`config.mk`:
```
export PLATFORM = sky130hd
export DESIGN_NAME = multicycle_ctrl
export DESIGN_NICKNAME = d
export VERILOG_FILES = /design/src/rtl/multicycle_ctrl_pkg.sv /design/src/rtl/multicycle_ctrl_out_decode.sv /design/src/rtl/multicycle_ctrl.sv
export SDC_FILE = /design/constraint.sdc
export NUM_CORES = 1
export LEC_CHECK = 0
export ABC_CLOCK_PERIOD_IN_PS = 3100
export BUFFER_PORTS_ARGS = -buffer_cell sky130_fd_sc_hd__buf_2
export CAP_MARGIN = 20
export CORE_ASPECT_RATIO = 1.2
export CORE_UTILIZATION = 35
export CTS_CLUSTER_SIZE = 14
export DETAILED_ROUTE_END_ITERATION = 10
export PLACE_DENSITY = 0.66
export SETUP_SLACK_MARGIN = 0.05
export SYNTH_ARGS = -nofsm -noshare
export SYNTH_HDL_FRONTEND = slang
export SYNTH_HIERARCHICAL = 1
export SYNTH_SLANG_ARGS = --single-unit
```
`constraint.sdc`:
```
create_clock -name clk -period 3.1 [get_ports clk]
set_input_delay 0.155 -clock clk [delete_from_list [all_inputs] [get_ports clk]]
set_output_delay 0.155 -clock clk [all_outputs]
set_load 0.01 [all_outputs]
```
`src/rtl/multicycle_ctrl_pkg.sv`:
```
// Shared definitions for the multicycle RISC-V control unit: state encoding,
// opcode/funct3 constants, datapath select encodings and the Moore output bundle.
package multicycle_ctrl_pkg;

  typedef enum logic [3:0] {
    StFetch    = 4'd0,
    StDecode   = 4'd1,
    StMemAdr   = 4'd2,
    StMemRead  = 4'd3,
    StMemWb    = 4'd4,
    StMemWrite = 4'd5,
    StExecR    = 4'd6,
    StExecI    = 4'd7,
    StAluWb    = 4'd8,
    StBranch   = 4'd9,
    StJal      = 4'd10,
    StJalr     = 4'd11,
    StJalrWb   = 4'd12,
    StTrap     = 4'd13
  } state_e;

  // Opcodes (IR[6:0])
  localparam logic [6:0] OpLoad   = 7'b0000011;
  localparam logic [6:0] OpStore  = 7'b0100011;
  localparam logic [6:0] OpRtype  = 7'b0110011;
  localparam logic [6:0] OpItype  = 7'b0010011;
  localparam logic [6:0] OpLui    = 7'b0110111;
  localparam logic [6:0] OpBranch = 7'b1100011;
  localparam logic [6:0] OpJal    = 7'b1101111;
  localparam logic [6:0] OpJalr   = 7'b1100111;

  // Branch funct3 (IR[14:12])
  localparam logic [2:0] F3Beq = 3'b000;
  localparam logic [2:0] F3Bne = 3'b001;

  // ALU operand A select
  localparam logic [1:0] SrcAPc    = 2'b00;
  localparam logic [1:0] SrcAOldPc = 2'b01;
  localparam logic [1:0] SrcARs1   = 2'b10;
  localparam logic [1:0] SrcAZero  = 2'b11;

  // ALU operand B select
  localparam logic [1:0] SrcBRs2  = 2'b00;
  localparam logic [1:0] SrcBFour = 2'b01;
  localparam logic [1:0] SrcBImm  = 2'b10;

  // ALU operation
  localparam logic [1:0] AluAdd   = 2'b00;
  localparam logic [1:0] AluSub   = 2'b01;
  localparam logic [1:0] AluFunct = 2'b10;

  // Result mux select
  localparam logic [1:0] ResAluOut = 2'b00;
  localparam logic [1:0] ResMem    = 2'b01;
  localparam logic [1:0] ResAlu    = 2'b10;

  // Moore outputs plus qualifier flags that the top combines with
  // mem_ready / zero to form the few input-dependent outputs.
  typedef struct packed {
    logic       mem_read;
    logic       mem_write;
    logic       adr_src;
    logic       reg_write;
    logic [1:0] alu_src_a;
    logic [1:0] alu_src_b;
    logic [1:0] alu_op;
    logic [1:0] result_src;
    logic       pc_write_always;
    logic       pc_write_on_ready;
    logic       ir_write_on_ready;
    logic       branch_eq;
    logic       branch_ne;
    logic       done_always;
    logic       done_on_ready;
  } ctrl_out_t;

endpackage

```
`src/rtl/multicycle_ctrl_out_decode.sv`:
```
// ctrl_out_decode: combinational state-to-output table for the multicycle
// control unit.
//   state_i  - current FSM state
//   op_i     - opcode latched in DECODE
//   funct3_i - funct3 latched in DECODE
//   ctrl_o   - Moore outputs and qualifier flags (unset fields are 0)
module ctrl_out_decode
  import multicycle_ctrl_pkg::*;
(
  input  state_e     state_i,
  input  logic [6:0] op_i,
  input  logic [2:0] funct3_i,
  output ctrl_out_t  ctrl_o
);

  always_comb begin
    ctrl_o = '0;
    unique case (state_i)
      StFetch: begin
        ctrl_o.mem_read          = 1'b1;
        ctrl_o.adr_src           = 1'b0;
        ctrl_o.alu_src_a         = SrcAPc;
        ctrl_o.alu_src_b         = SrcBFour;
        ctrl_o.alu_op            = AluAdd;
        ctrl_o.result_src        = ResAlu;
        ctrl_o.ir_write_on_ready = 1'b1;
        ctrl_o.pc_write_on_ready = 1'b1;
      end
      StDecode: begin
        // Branch/JAL target computed speculatively into ALUOut.
        ctrl_o.alu_src_a = SrcAOldPc;
        ctrl_o.alu_src_b = SrcBImm;
        ctrl_o.alu_op    = AluAdd;
      end
      StMemAdr: begin
        ctrl_o.alu_src_a = SrcARs1;
        ctrl_o.alu_src_b = SrcBImm;
        ctrl_o.alu_op    = AluAdd;
      end
      StMemRead: begin
        ctrl_o.mem_read = 1'b1;
        ctrl_o.adr_src  = 1'b1;
      end
      StMemWb: begin
        ctrl_o.reg_write   = 1'b1;
        ctrl_o.result_src  = ResMem;
        ctrl_o.done_always = 1'b1;
      end
      StMemWrite: begin
        ctrl_o.mem_write     = 1'b1;
        ctrl_o.adr_src       = 1'b1;
        ctrl_o.done_on_ready = 1'b1;
      end
      StExecR: begin
        ctrl_o.alu_src_a = SrcARs1;
        ctrl_o.alu_src_b = SrcBRs2;
        ctrl_o.alu_op    = AluFunct;
      end
      StExecI: begin
        ctrl_o.alu_src_b = SrcBImm;
        if (op_i == OpLui) begin
          // LUI: 0 + imm
          ctrl_o.alu_src_a = SrcAZero;
          ctrl_o.alu_op    = AluAdd;
        end else begin
          ctrl_o.alu_src_a = SrcARs1;
          ctrl_o.alu_op    = AluFunct;
        end
      end
      StAluWb: begin
        ctrl_o.reg_write   = 1'b1;
        ctrl_o.result_src  = ResAluOut;
        ctrl_o.done_always = 1'b1;
      end
      StBranch: begin
        ctrl_o.alu_src_a  = SrcARs1;
        ctrl_o.alu_src_b  = SrcBRs2;
        ctrl_o.alu_op     = AluSub;
        ctrl_o.result_src = ResAluOut;
        // Unsupported funct3 leaves pc_write/instr_done low; the FSM traps.
        if (funct3_i == F3Beq) begin
          ctrl_o.branch_eq   = 1'b1;
          ctrl_o.done_always = 1'b1;
        end else if (funct3_i == F3Bne) begin
          ctrl_o.branch_ne   = 1'b1;
          ctrl_o.done_always = 1'b1;
        end
      end
      StJal: begin
        ctrl_o.alu_src_a       = SrcAOldPc;
        ctrl_o.alu_src_b       = SrcBFour;
        ctrl_o.alu_op          = AluAdd;
        ctrl_o.result_src      = ResAluOut;
        ctrl_o.pc_write_always = 1'b1;
      end
      StJalr: begin
        ctrl_o.alu_src_a       = SrcARs1;
        ctrl_o.alu_src_b       = SrcBImm;
        ctrl_o.alu_op          = AluAdd;
        ctrl_o.result_src      = ResAlu;
        ctrl_o.pc_write_always = 1'b1;
      end
      StJalrWb: begin
        ctrl_o.alu_src_a   = SrcAOldPc;
        ctrl_o.alu_src_b   = SrcBFour;
        ctrl_o.alu_op      = AluAdd;
        ctrl_o.result_src  = ResAlu;
        ctrl_o.reg_write   = 1'b1;
        ctrl_o.done_always = 1'b1;
      end
      default: ctrl_o = '0;  // StTrap and unused codes: all enables off
    endcase
  end

endmodule

```
`src/rtl/multicycle_ctrl.sv`:
```
// multicycle_ctrl: control FSM for a multicycle RISC-V datapath.
//   clk, reset         - clock and synchronous active-high reset
//   opcode, funct3     - instruction fields straight from IR
//   zero               - ALU result is zero (branch compare)
//   mem_ready          - memory access completes this cycle
//   pc_write .. result_src - datapath enables and mux selects
//   instr_done         - one-cycle pulse in the final state of an instruction
//   illegal            - sticky trap flag, cleared only by reset
//   state              - current state for debug
module multicycle_ctrl
  import multicycle_ctrl_pkg::*;
(
  input  logic       clk,
  input  logic       reset,
  input  logic [6:0] opcode,
  input  logic [2:0] funct3,
  input  logic       zero,
  input  logic       mem_ready,
  output logic       pc_write,
  output logic       ir_write,
  output logic       reg_write,
  output logic       mem_read,
  output logic       mem_write,
  output logic       adr_src,
  output logic [1:0] alu_src_a,
  output logic [1:0] alu_src_b,
  output logic [1:0] alu_op,
  output logic [1:0] result_src,
  output logic       instr_done,
  output logic       illegal,
  output logic [3:0] state
);

  state_e     state_q, state_d;
  logic [6:0] op_q;
  logic [2:0] funct3_q;
  logic       illegal_q;
  ctrl_out_t  ctrl;
  logic       run;

  // Next-state logic
  always_comb begin
    state_d = state_q;
    unique case (state_q)
      StFetch:    if (mem_ready) state_d = StDecode;
      StDecode: begin
        // IR was loaded at the end of FETCH, so the live opcode is valid here.
        case (opcode)
          OpLoad, OpStore: state_d = StMemAdr;
          OpRtype:         state_d = StExecR;
          OpItype, OpLui:  state_d = StExecI;
          OpBranch:        state_d = StBranch;
          OpJal:           state_d = StJal;
          OpJalr:          state_d = StJalr;
          default:         state_d = StTrap;
        endcase
      end
      StMemAdr:   state_d = (op_q == OpLoad) ? StMemRead : StMemWrite;
      StMemRead:  if (mem_ready) state_d = StMemWb;
      StMemWb:    state_d = StFetch;
      StMemWrite: if (mem_ready) state_d = StFetch;
      StExecR:    state_d = StAluWb;
      StExecI:    state_d = StAluWb;
      StAluWb:    state_d = StFetch;
      StBranch: begin
        if (funct3_q == F3Beq || funct3_q == F3Bne) state_d = StFetch;
        else                                        state_d = StTrap;
      end
      StJal:      state_d = StAluWb;
      StJalr:     state_d = StJalrWb;
      StJalrWb:   state_d = StFetch;
      StTrap:     state_d = StTrap;
      default:    state_d = StTrap;
    endcase
  end

  // State register, instruction-field latch and sticky illegal flag
  always_ff @(posedge clk) begin
    if (reset) begin
      state_q   <= StFetch;
      op_q      <= '0;
      funct3_q  <= '0;
      illegal_q <= 1'b0;
    end else begin
      state_q <= state_d;
      if (state_q == StDecode) begin
        op_q     <= opcode;
        funct3_q <= funct3;
      end
      if (state_d == StTrap) illegal_q <= 1'b1;
    end
  end

  ctrl_out_decode u_out_decode (
    .state_i  (state_q),
    .op_i     (op_q),
    .funct3_i (funct3_q),
    .ctrl_o   (ctrl)
  );

  // Reset masks every output so a reset cycle cannot fire any side effect.
  assign run = ~reset;

  assign pc_write   = run & (ctrl.pc_write_always
                           | (ctrl.pc_write_on_ready & mem_ready)
                           | (ctrl.branch_eq & zero)
                           | (ctrl.branch_ne & ~zero));
  assign ir_write   = run & ctrl.ir_write_on_ready & mem_ready;
  assign reg_write  = run & ctrl.reg_write;
  assign mem_read   = run & ctrl.mem_read;
  assign mem_write  = run & ctrl.mem_write;
  assign adr_src    = run & ctrl.adr_src;
  assign alu_src_a  = run ? ctrl.alu_src_a  : 2'b00;
  assign alu_src_b  = run ? ctrl.alu_src_b  : 2'b00;
  assign alu_op     = run ? ctrl.alu_op     : 2'b00;
  assign result_src = run ? ctrl.result_src : 2'b00;
  assign instr_done = run & (ctrl.done_always | (ctrl.done_on_ready & mem_ready));
  assign illegal    = run & illegal_q;
  assign state      = run ? state_q : StFetch;

endmodule

```
==> qor.yml, run 1 <==
timing:
  holdWs_ns: 0.140
  finalHoldViolCount: 0
  maxClockFrequency_mhz: 433
  maxSlewViolCount: 0
  fin_crit_sh_pct: 74.5
  tightest_slew_ns: 0.655
  slew_headroom_pct: 56.3
  skew_ns: 0.00304
  final.setup.tns_ns: 0
  rsz0062_at_grt: "no"
  setup_viol: 0
  period_minus_slack_ns: 2.31
setup_path:
  startpoint: "state_q[0]"
  cp-start-kind: "flip-flop"
  r2r_start: "state_q[3]"
  critPathArrivalTime_ns: 2.16
  crit_type: "reg2out"
  cp.required_ns: 2.94
  endpoint_kind: "output pin"
  cp_max_fo: 20
pwr:
  p_leak_nw: 0.605
  clkPwrFrac_pct: 26.0
  switching_share_pct: 34.8
  combPwrFrac_pct: 33.3
  ir_drop_v: 0.000202
  pwr-share-seq_pct: 40.7
  internal-power_mw: 0.396
  pwr_density_cell_nw_per_um2: 435
  netSwitchingPower_mw: 0.211
detailed_routing:
  drt_pass1_iterations: 4
  wl_per_cell_um: 12.0
  postRouteAntennaNets: 0
  routed_wirelength_mm: 2.78
  drc_errors: 0
  drt-initial-drc-count: 46
  via_per_inst: 5.26
  via_count: 1216
synth:
  seq_area_frac_synth_pct: 24.5
  synth-edff-count: 0
  netlist_area_um2: 1220
  synthCells: 173
  ys_warn_count: 6
  synth_ff_type: "dfxtp_1"
  ys_types: 46
  syn_avg_cell_area_um2: 7.08
  async_flop_share_pct: 0
  syn_nets: 187
  ys_ff_latch: 15
cells_and_area:
  final_core_util_pct: 41.8
  fin_area_um2: 1400
  diodes: 0
  fin_nets: 209
  drive_gt1_share_pct: 24.2
  layout_commonest_cell: "buf_2"
  layout_common_cells: "buf_2, nand2_1, nor2b_1, a21oi_1, dfxtp_1"
  area_delta_synth_final_pct: 13.9
  stdcell_count: 231
placed_design:
  place_area_um2: 1350
  place_congestion: 0.752
  io_buffers: 33
  place_inst: 227
  hpwl_mm: 1.98
grt:
  antenna_found_initial: 0
  grt.overflow.total: 0
  grt_pass1_wl_mm: 4.69
  grt_pass1_vias: 1048
  grt_usage_pct: 15.6
  grt_max_degree: 35
cts:
  cts_inserted_buffers: 3
  cts_resized: 0
  worstSkewPairLatency_ns: 0.25
  cts_tree: "built"
  clkTransAtPathRegs_ns: 0.06
  cts_max_path_buffers: 2
  cts-root-buf: "clkbuf_8"
  htree_levels: 1
  ctsHoldBuffers: 0
  cts_setup_buffers: 0
  clock_sinks: 15
floorplanning:
  dieArea_um2: 3740
  ioPinCount: 34
  coreArea_um2: 3340
  rows: 23
  die_w_um: 56.0
  start_util_pct: 36.7
  dieHeight_um: 66.8
job:
  maxCapViolations: 0
min_path:
  min-delay-start: "funct3[0]"
  holdCritPathClass: "in2reg"
outcome:
  status: "completed"
[power by group through the flow]
| stage | logic [mW] | clock network (mW) | registers [mW] |
|---|---|---|---|
| global route | 0.229 | 0.171 | 0.252 |
| finish | 0.202 | 0.158 | 0.248 |
| floorplan | 0.183 | 0 | 0.226 |
| detailed placement | 0.202 | 0 | 0.252 |
| CTS | 0.203 | 0.164 | 0.247 |
| global placement | 0.201 | 0 | 0.250 |
[Yosys cell counts, types with 2 or more instances]
master | number | area [um2]
and3_1 | 2 | 12.5
nand4b_1 | 4 | 35.0
a21oi_1 | 18 | 90.1
a21boi_0 | 2 | 15.0
nor3b_1 | 2 | 15.0
mux2i_1 | 2 | 20.0
nor2b_1 | 20 | 125
a31oi_1 | 2 | 12.5
nor2_1 | 10 | 37.5
buf_2 | 4 | 20.0
nand3b_1 | 3 | 22.5
clkbuf_1 | 8 | 30.0
nand2_1 | 28 | 105
o21ai_0 | 5 | 25.0
inv_1 | 3 | 11.3
buf_6 | 2 | 22.5
o22ai_1 | 3 | 18.8
dfxtp_1 | 15 | 300
nand2b_1 | 4 | 25.0
and2_1 | 2 | 12.5
buf_4 | 3 | 22.5
o21ai_1 | 2 | 10.0
a211o_1 | 2 | 17.5
nor2_2 | 2 | 12.5
nor3_1 | 4 | 20.0
[cell type report]
class,count,area (um2)
clock buffers,3,41.3
clock inverters,1,5.00
fillers,358,1940
inverters,3,11.3
multi-input cells,138,818
flip-flops and latches,15,300
well taps,37,46.3
repair buffers,34,173
[critical path, cell delays in order (launching register included)]
cell	delay, ns
dfxtp_1	0.71
nand2b_1	0.25
or4_4	0.50
nor2_2	0.10
mux2i_1	0.07
a21oi_1	0.13
buf_2	0.15
[sequential cells by signal, summed over array words and instances, names as in the netlist]
register   flops
funct3_q       3
state_q        4
illegal_q      1
op_q           7
[final timing paths]
check | slack [ns] | cells past startpoint | endpoint
max | 0.79 | 6 | pc_write
min | 0.14 | 3 | funct3_q[0]
max reg2reg | 1.13 | 5 | illegal_q
min reg2reg | 0.47 | 2 | op_q[1]
[logic make-up (layout without fill, tap and decap cells)]
logic type | after synthesis | after routing | synth area share, %
buf+inv | 20 | 41 | 8.68
compound gates | 44 | 44 | 22.5
xor+xnor | 1 | 1 | 0.715
simple gates | 90 | 90 | 41.1
mux | 3 | 3 | 2.55
flops | 15 | 15 | 24.5
[metrics by stage]
stage          worst slack, ns  power (mW)
2_1_floorplan             1.46       0.409
3_3_place_gp              1.18       0.451
3_5_place_dp              1.08       0.454
4_1_cts                  0.798       0.614
5_1_grt                  0.626       0.652
6_report                 0.790       0.607
[layer usage]
metal  track usage, %  up-vias  wire [um]
li1                 -      641          -
met1             19.9      529       1320
met2             26.0       41       1290
met3             1.55        5        127
met4             7.93        0         53
met5                0        -          0
Note: power is estimated with default switching activity, not from simulation.
==> run 2, diff against run 1 <==
ABC_CLOCK_PERIOD_IN_PS = 2200   (was 3100)
clock period = 2.2 ns   (was 3.1 ns; I/O delays follow)
==> qor.yml, run 2 (synthesis results as in run 1) <==
detailed_routing:
  drt-initial-drc-count: 32
  via_count: 1216
  postRouteAntennaNets: 0
  routed_wirelength_mm: 2.83
  drc_errors: 0
  drt_pass1_iterations: 4
  wl_per_cell_um: 12.0
  via_per_inst: 5.15
setup_path:
  cp_max_fo: 14
  cp-start-kind: "flip-flop"
  cp.required_ns: 2.09
  crit_type: "reg2out"
  critPathArrivalTime_ns: 1.89
  endpoint_kind: "output pin"
floorplanning:
  die_w_um: 56.0
  coreArea_um2: 3340
  dieHeight_um: 66.8
  start_util_pct: 36.7
  dieArea_um2: 3740
  rows: 23
  ioPinCount: 34
cells_and_area:
  stdcell_count: 236
  largest_register_ffs: 7
  diodes: 0
  layout_commonest_cell: "buf_2"
  area_delta_synth_final_pct: 17.1
  drive_gt1_share_pct: 26.6
  top_regs: "op_q: 7 flops, state_q: 4 flops, funct3_q: 3 flops"
  layout_common_cells: "buf_2, nand2_1, nor2b_1, a21oi_1, dfxtp_1"
  top_register: "op_q"
  fin_nets: 214
  fill_cells: 362
cts:
  cts-root-buf: "clkbuf_8"
  clock_sinks: 15
  worstSkewPairLatency_ns: 0.25
  cts_max_path_buffers: 2
  ctsHoldBuffers: 0
  cts_tree: "built"
  cts_resized: 0
  htree_levels: 1
  cts_setup_buffers: 0
  cts_inserted_buffers: 3
  clkTransAtPathRegs_ns: 0.06
pwr:
  pwr-share-seq_pct: 38.2
  clkPwrFrac_pct: 25.5
  ir_drop_v: 0.000393
  netSwitchingPower_mw: 0.301
  switching_share_pct: 34.5
  internal-power_mw: 0.573
  combPwrFrac_pct: 36.3
  pwr_density_cell_nw_per_um2: 609
  p_leak_nw: 0.631
grt:
  grt_max_degree: 35
  antenna_found_initial: 0
  grt_usage_pct: 15.1
  grt_pass1_wl_mm: 4.46
  grt.overflow.total: 0
  grt_pass1_vias: 1031
timing:
  final.setup.tns_ns: 0
  maxClockFrequency_mhz: 500
  rsz0062_at_grt: "no"
  period_minus_slack_ns: 2.00
  finalHoldViolCount: 0
  setup_viol: 0
  skew_ns: 0.000934
  tightest_slew_ns: 0.557
  maxSlewViolCount: 0
  fin_crit_sh_pct: 90.9
  slew_headroom_pct: 62.9
placed_design:
  place_congestion: 0.769
  hpwl_mm: 2.11
  io_buffers: 33
  place_inst: 232
min_path:
  holdCritPathClass: "in2reg"
outcome:
  status: "completed"
job:
  maxCapViolations: 0
-- run 2: cell count changes in the layout (fill, tap and decap cells not counted) --
| cell | before | now |
|---|---|---|
| dfxtp_1 | 15 | 14 |
| buf_4 | 1 | 6 |
| dfxtp_2 | 0 | 1 |
-- run 2: cell type report --
cell class	instances	area [um2]	share of cell area [%]
Multi-Input combinational cell	138	818	57.1
Sequential cell	15	302	21.0
Timing Repair Buffer	39	210	14.7
Tap cell	37	46.3	3.23
Clock buffer	3	41.3	2.88
Inverter	3	11.3	0.785
Clock inverter	1	5.00	0.349
-- run 2: metrics by stage --
stage / total power [mW] / hold slack (ns) / area (um2) / setup WS [ns] / utilization (%)
floorplan: 0.577 / 0.182 / 1220 / 0.609 / -
global placement: 0.655 / 0.358 / 1390 / 0.348 / 41.5
detailed placement: 0.656 / 0.362 / 1390 / 0.331 / 41.5
CTS: 0.881 / 0.0960 / 1430 / 0.0667 / 42.9
global route: 0.930 / 0.115 / 1430 / 0.0812 / 43.0
finish: 0.874 / 0.0976 / 1430 / 0.201 / 43.0
-- run 2: final timing paths --
kind,start,endpoint,slack [ns],cells after the start
setup / recovery,state_q[1],pc_write,0.20,6
hold reg to reg,op_q[0],op_q[0],0.47,2
hold / removal,funct3[2],funct3_q[2],0.1,3
setup reg to reg,state_q[2],illegal_q,0.43,5
-- run 2: power by group through the flow --
stage	Sequential [mW]	Combinational, mW	Clock, mW
floorplan	0.319	0.258	0
global placement	0.338	0.318	0
detailed placement	0.338	0.318	0
CTS	0.332	0.320	0.229
global route	0.339	0.351	0.240
finish	0.333	0.317	0.223
-- run 2: routing by layer --
layer / global-route usage, % / part of all wire [%]
met1: 16.6 / 46
met2: 27.7 / 47
met3: 2.14 / 4.1
met4: 8.54 / 2.7
met5: 0 / 0
-- run 2: worst max-delay path, cell delays in order (launching register included) --
cell	delay, ns
dfxtp_1	0.44
nand2b_1	0.29
or4_4	0.48
nor2_2	0.10
mux2i_1	0.07
a21oi_1	0.11
buf_2	0.15
==> run 3, diff against run 2 <==
CORE_UTILIZATION = 40   (was 35)
PLACE_DENSITY = 0.73   (was 0.66)
==> qor.yml, run 3 (synthesis results as in run 1) <==
setup_path:
  endpoint_kind: "output pin"
  cp_slowest_cell: "or4_4"
  crit_type: "reg2out"
  critPathArrivalTime_ns: 1.87
  cpPeakStageDelay_ns: 0.46
  cp_max_fo: 14
  cp-start-kind: "flip-flop"
  r2r_start: "state_q[3]"
  cp.required_ns: 2.09
  regToRegEndpoint: "illegal_q"
  reg2regPathDepth: 5
  path_cells: "nand2b_2 -> or4_4 -> nor2_2 -> mux2i_1 -> a21oi_1 -> buf_2"
  ff2ff_setup_slack_ns: 0.51
cts:
  htree_levels: 1
  cts_inserted_buffers: 3
  cts_max_path_buffers: 2
  cts_tree: "built"
  cts-root-buf: "clkbuf_4"
  worstSkewPairLatency_ns: 0.28
  cts_setup_buffers: 0
  clock_sinks: 15
  clkTransAtPathRegs_ns: 0.09
timing:
  maxClockFrequency_mhz: 505
  rsz0062_at_grt: "no"
  tightest_slew_ns: 0.549
  setup_viol: 0
  fin_crit_sh_pct: 90.0
  slew_headroom_pct: 63.4
  final.setup.tns_ns: 0
  maxSlewViolCount: 0
  skew_ns: 0.00259
  period_minus_slack_ns: 1.98
  finalHoldViolCount: 0
pwr:
  pwr_density_cell_nw_per_um2: 572
  ir_drop_v: 0.000341
  p_leak_nw: 0.619
outcome:
  status: "completed"
placed_design:
  hpwl_mm: 2.11
  io_buffers: 33
  place_congestion: 0.827
  place_area_um2: 1380
detailed_routing:
  drc_errors: 0
  via_per_inst: 5.25
  wl_per_cell_um: 12.0
  drt_pass1_iterations: 4
  drt-initial-drc-count: 24
  postRouteAntennaNets: 0
  via_count: 1218
  routed_wirelength_mm: 2.79
floorplanning:
  ioPinCount: 34
  dieHeight_um: 62.6
  coreArea_um2: 2840
  start_util_pct: 43.2
  rows: 21
  dieArea_um2: 3290
  die_w_um: 52.5
cells_and_area:
  layout_commonest_cell: "buf_2"
  fin_area_um2: 1410
  largest_register_ffs: 7
  top_regs: "op_q: 7 flops, state_q: 4 flops, funct3_q: 3 flops"
  fill_cells: 312
  layout_common_cells: "buf_2, nand2_1, nor2b_1, a21oi_1, dfxtp_1"
  drive_gt1_share_pct: 27.3
  top_register: "op_q"
  area_delta_synth_final_pct: 14.9
  fin_nets: 213
  diodes: 0
min_path:
  hold_path_end: "funct3_q[1]"
  holdCritPathClass: "in2reg"
  hold_path_depth: 3
  min-delay-start: "funct3[1]"
grt:
  grt_pass1_vias: 1088
  grt_pass1_wl_mm: 4.64
  grt_max_degree: 35
  grt.overflow.total: 0
  antenna_found_initial: 0
  grt_usage_pct: 18.1
job:
  maxCapViolations: 0
==> run 3: cell count changes in the layout (fill, tap and decap cells not counted), sizes merged <==
cell,previous run,this run
buf,39,38
==> run 3: stage by stage <==
step / setup slack, ns / util [%] / instances / hold WS [ns] / power [mW]
5_1_grt: 0.0549 / 49.6 / 232 / 0.0444 / 0.875
6_report: 0.221 / 49.6 / 232 / 0.0634 / 0.805
3_5_place_dp: 0.315 / 48.5 / 228 / 0.361 / 0.655
2_1_floorplan: 0.609 / - / 173 / 0.182 / 0.577
4_1_cts: 0.0785 / 49.5 / 232 / 0.0550 / 0.810
3_3_place_gp: 0.365 / 48.5 / 228 / 0.353 / 0.651
==> run 3: worst max-delay path: cells and delay by family (launching register included) <==
family                 cells  cell delay, ns
AND/OR/NAND/NOR            3            0.83
flip-flops                 1            0.44
buffers and inverters      1            0.14
AO/OA/AOI/OAI              1            0.11
multiplexers               1            0.07
==> run 3: worst max path at each step <==
stage | end | from | slack [ns]
detailed placement | illegal_q | state_q[3] | 0.32
global placement | illegal_q | state_q[3] | 0.36
floorplan | pc_write | state_q[1] | 0.61
CTS | alu_src_a[0] | state_q[2] | 0.08
finish | pc_write | state_q[1] | 0.22
global route | pc_write | state_q[1] | 0.05
==> run 3: layer usage <==
layer / up-vias / global-route usage, % / routed length [um]
li1: 644 / - / -
met1: 538 / 21.9 / 1250
met2: 34 / 31.3 / 1400
met3: 2 / 1.46 / 106
met4: 0 / 7.89 / 30
met5: - / 0 / 0
==> run 3: repair_timing <==
| action | CTS | global route |
|---|---|---|
| setup endpoints to repair | 1 | 3 |
| endpoints found under the hold margin | 0 | 0 |
| hold buffers | 0 | 0 |
| gates resized for setup | 1 | 2 |
| pin swaps | 0 | 0 |
==> run 3: cell type report <==
cell class / count / area [um2] / area share (%)
Timing Repair Buffer: 38 / 203 / 14.4
Sequential cell: 15 / 303 / 21.5
Clock inverter: 1 / 5.00 / 0.356
Multi-Input combinational cell: 138 / 821 / 58.3
Tap cell: 34 / 42.5 / 3.02
Clock buffer: 3 / 22.5 / 1.60
Inverter: 3 / 11.3 / 0.800
==> run 3: power breakdown <==
part / leakage [nW] / switching (mW) / internal, mW
Sequential: 0.123 / 0.0398 / 0.298
Clock: 0.0177 / 0.0876 / 0.0673
Combinational: 0.478 / 0.164 / 0.147
Total: 0.619 / 0.292 / 0.513
